`src/rtl/pixel_packer.sv`:
```
// pixel_packer: decimates a 1-bit pixel stream by (mult+1) and packs the
// samples MSB-first into WIDTH-bit words, offered on a valid/ready port.
// A word that completes while the previous one is still unconsumed is
// dropped and flagged with a one-cycle overflow pulse.
module pixel_packer #(
    parameter int WIDTH = 16
) (
    input  logic             clk,
    input  logic             rst_n,
    input  logic             clear,
    input  logic             enable,
    input  logic [3:0]       mult,
    input  logic             d,
    output logic [WIDTH-1:0] q,
    output logic             q_valid,
    input  logic             q_ready,
    output logic             overflow
);

    localparam int BW = (WIDTH > 2) ? $clog2(WIDTH) : 1;
    localparam logic [BW-1:0] LAST_BIT = BW'(WIDTH - 1);

    logic [3:0]       rpt_q, rpt_d;
    logic [BW-1:0]    bit_q, bit_d;
    logic [WIDTH-1:0] sr_q, sr_d;
    logic [WIDTH-1:0] word_q, word_d;
    logic             valid_q, valid_d;
    logic             ovf_q, ovf_d;

    logic             sample, complete, accept;
    logic [WIDTH-1:0] word;

    assign sample   = !clear && enable && (rpt_q == mult);
    assign complete = sample && (bit_q == LAST_BIT);
    assign word     = {sr_q[WIDTH-2:0], d};
    assign accept   = valid_q && q_ready;

    // Repeat counter, bit counter and shift register; clear beats enable.
    always_comb begin
        rpt_d = rpt_q;
        bit_d = bit_q;
        sr_d  = sr_q;
        if (clear) begin
            rpt_d = '0;
            bit_d = '0;
            sr_d  = '0;
        end else if (enable) begin
            rpt_d = (rpt_q == mult) ? 4'd0 : 4'(rpt_q + 4'd1);
            if (sample) begin
                if (complete) begin
                    bit_d = '0;
                    sr_d  = '0;
                end else begin
                    bit_d = BW'(bit_q + 1'b1);
                    sr_d  = word;
                end
            end
        end
    end

    // Output slot: load on completion when free or being drained, else drop.
    always_comb begin
        word_d  = word_q;
        valid_d = valid_q;
        ovf_d   = complete && valid_q && !q_ready;
        if (complete && (!valid_q || accept)) begin
            word_d  = word;
            valid_d = 1'b1;
        end else if (accept) begin
            valid_d = 1'b0;
        end
    end

    // State registers, all cleared by the asynchronous reset.
    always_ff @(posedge clk or negedge rst_n) begin
        if (!rst_n) begin
            rpt_q   <= '0;
            bit_q   <= '0;
            sr_q    <= '0;
            word_q  <= '0;
            valid_q <= 1'b0;
            ovf_q   <= 1'b0;
        end else begin
            rpt_q   <= rpt_d;
            bit_q   <= bit_d;
            sr_q    <= sr_d;
            word_q  <= word_d;
            valid_q <= valid_d;
            ovf_q   <= ovf_d;
        end
    end

    assign q        = word_q;
    assign q_valid  = valid_q;
    assign overflow = ovf_q;

endmodule

```
`config.mk`:
```
export PLATFORM = sky130hd
export DESIGN_NAME = pixel_packer
export DESIGN_NICKNAME = d
export VERILOG_FILES = /design/src/rtl/pixel_packer.sv
export SDC_FILE = /design/constraint.sdc
export NUM_CORES = 1
export LEC_CHECK = 0
export CAP_MARGIN = 20
export CORE_AREA = 2 2 61 63
export DETAILED_ROUTE_END_ITERATION = 6
export DIE_AREA = 0 0 63 65
export PLACE_DENSITY = 0.84
export SKIP_LAST_GASP = 1
export SYNTH_ARGS = -nofsm -noshare
export SYNTH_HDL_FRONTEND = slang
export SYNTH_SLANG_ARGS = --single-unit
```
`constraint.sdc`:
```
create_clock -name clk -period 3.08 [get_ports clk]
set_input_delay 0.462 -clock clk [delete_from_list [all_inputs] [get_ports clk]]
set_output_delay 0.462 -clock clk [all_outputs]
set_load 0.02 [all_outputs]
```
==> flow_summary.json <==
{
  "drive_gt1_share_pct": 21.29,
  "period_needed_ps": 2089,
  "worstPathArrival_ps": 2330,
  "cp-end-kind": "register",
  "syn_inst": 125,
  "cts_buffers": 5,
  "r2r_cells": 5,
  "ctsResizeCount": 0,
  "cp-start-kind": "input pin",
  "clock_path_buffers": 2,
  "power_density_nw_per_um2": 404.3,
  "tightest_slew_ps": 867.9,
  "first_iter_violations": 44,
  "grt_max_degree": 42,
  "hold_slack_ps": 211.6,
  "rsz0062_at_grt": "false",
  "diodes": 0,
  "synth_ff_type": "dfrtp_1",
  "async_flop_share_pct": 100.0,
  "cts_tree": "yes",
  "synth_area_um2": 1768,
  "grt_pass1_wl_um": 5313,
  "via_per_inst": 5.532,
  "vias": 1123,
  "critPathRequiredTime_ps": 3320,
  "setup_viol": 0,
  "leakage_nw": 1.030,
  "dr.pass1.iters": 4,
  "critical_path_peak_fanout": 16,
  "antenna_found_initial": 0,
  "start_util_pct": 50.57,
  "period_share_pct": 67.82,
  "wl_um": 3032,
  "yosysUniqueCellTypes": 35,
  "die_w_um": 63,
  "cts_max_level": 2,
  "ys_seq_elements": 41,
  "synth_top_area_share_pct": 58.03,
  "hold_viol": 0,
  "clockRootBuffer": "clkbuf_4",
  "rows": 22,
  "synth_top_area_cell": "dfrtp_1",
  "clkSlewWorstSetupHoldPaths_ps": 120,
  "drc": 0,
  "ant_nets": 0,
  "postCtsHoldBufs": 0,
  "area_delta_synth_final_pct": 19.82,
  "clk_latency_ps": 350,
  "grt_usage_pct": 16.89,
  "ir_worst_vdd_mv": 0.2627,
  "portBuffers": 27,
  "grt.overflow.total": 0,
  "die_area_um2": 4095,
  "drv_slew": 0,
  "place.gp.congestion": 0.7344,
  "stdcell_count": 203,
  "outcome": "completed",
  "nNetsFinal": 166,
  "fp.dieH_um": 65,
  "dpl_cell_area_um2": 2063,
  "cts_num_sinks": 41,
  "min_path_type": "input pin to asynchronous set/reset pin",
  "fin_worst_skew_ps": 7.227,
  "core_area_um2": 3496,
  "synthTopCellsByArea": "dfrtp_1, mux2_4, a22o_1",
  "post_cts_buffers": 0,
  "ys.warnings.count": 0,
  "yosys-top-cells-count": "dfrtp_1, a22o_1, mux2_4",
  "tns_ps": 0,
  "dp_cells": 195,
  "synthesis.nets": 137,
  "clock.fmax_mhz": 478.7,
  "critPathKind": "input pin to register",
  "first_global_vias": 1132,
  "synth.most_common_cell": "dfrtp_1",
  "drt-wirelength-per-cell_um": 14.94,
  "seq_area_frac_synth_pct": 58.03,
  "synth_edf_count": 0,
  "fin_area_um2": 2118,
  "slew_headroom_pct": 42.14,
  "power.total_mw": 0.8563,
  "syn_area_per_cell_um2": 14.14,
  "dp_hpwl_um": 2122,
  "n_fill_cell": 295,
  "io_pins": 28,
  "cap_viol_max_count": 0
}
-- worst paths after layout --
kind	from	endpoint	slack, ps
worst max-delay path	mult[1]	q[10]$_DFFE_PN0P_	990
worst min-delay path	rst_n	sr_q[6]$_DFFE_PN0P_	210
worst max register to register	rpt_q[1]$_DFFE_PN0P_	q[10]$_DFFE_PN0P_	1090
worst min register to register	q[3]$_DFFE_PN0P_	q[3]$_DFFE_PN0P_	520
max in group asynchronous	rst_n	q[1]$_DFFE_PN0P_	2330
min in group clk	q[3]$_DFFE_PN0P_	q[3]$_DFFE_PN0P_	520
-- power breakdown --
part	internal, mW	leakage, nW	switching, mW	total (mW)
clock	0.0861	0.0310	0.172	0.258
sequential	0.541	0.571	0.00394	0.545
combinational	0.0207	0.427	0.0323	0.0530
total	0.648	1.03	0.208	0.856
-- cells in the final DEF, fill, tap and decap left out, types with 2 or more instances in the layout --
cell / instances
inv_1: 2
clkdlybuf4s50_1: 26
ha_1: 2
nand2b_1: 4
nand2_1: 2
a22o_1: 17
mux2_4: 10
nor2_1: 4
a21oi_1: 2
clkbuf_4: 5
clkinv_2: 2
buf_4: 2
nand3_1: 3
mux2_2: 7
nor3_1: 2
dfrtp_1: 41
xor2_1: 4
-- critical path, cell delays in order --
cell and delay [ps]:
clkdlybuf4s50_1 410, xor2_1 190, nor4_4 270, buf_4 220
nand4b_4 350, mux2_4 420
-- layout make-up --
class                           count  area (µm²)  share of cell area, %
Tap cell                           48       60.06                  2.835
Clock buffer                        5       37.54                  1.772
Inverter                            2       7.507                 0.3544
Multi-Input combinational cell     75       689.4                  32.55
Timing Repair Buffer               29       280.3                  13.23
Clock inverter                      3       17.52                 0.8269
Sequential cell                    41        1026                  48.43
-- sequential cells by signal, indices dropped and copies added (netlist names) --
signal    count
q_valid       1
rpt_q         4
q            16
bit_q         4
sr_q         15
overflow      1
-- cell families (layout without fill, tap and decap cells) --
| logic type | after synthesis | count (layout) | share of synthesized area (%) |
|---|---|---|---|
| compound gates | 28 | 28 | 13.23 |
| xor+xnor | 5 | 5 | 2.477 |
| fa+ha+maj | 2 | 2 | 1.415 |
| buf+inv | 9 | 39 | 2.972 |
| flops | 41 | 41 | 58.03 |
| mux | 17 | 17 | 12.95 |
| simple gates | 23 | 23 | 8.918 |
-- routing by layer --
layer  track usage (%)  wire length (µm)
met1             21.17              1353
met2             27.53              1511
met3             6.597               134
met4             4.167                31
met5                 0                 0
-- stage by stage --
stage / setup slack (ps) / utilization (%)
after floorplan: 1307 / -
after global placement: 649.6 / 59.02
after detailed placement: 611.5 / 59.02
after CTS: 1003 / 60.59
after global routing: 929.4 / 60.59
final: 991.2 / 60.59
Power figures use the tool's default switching activity.
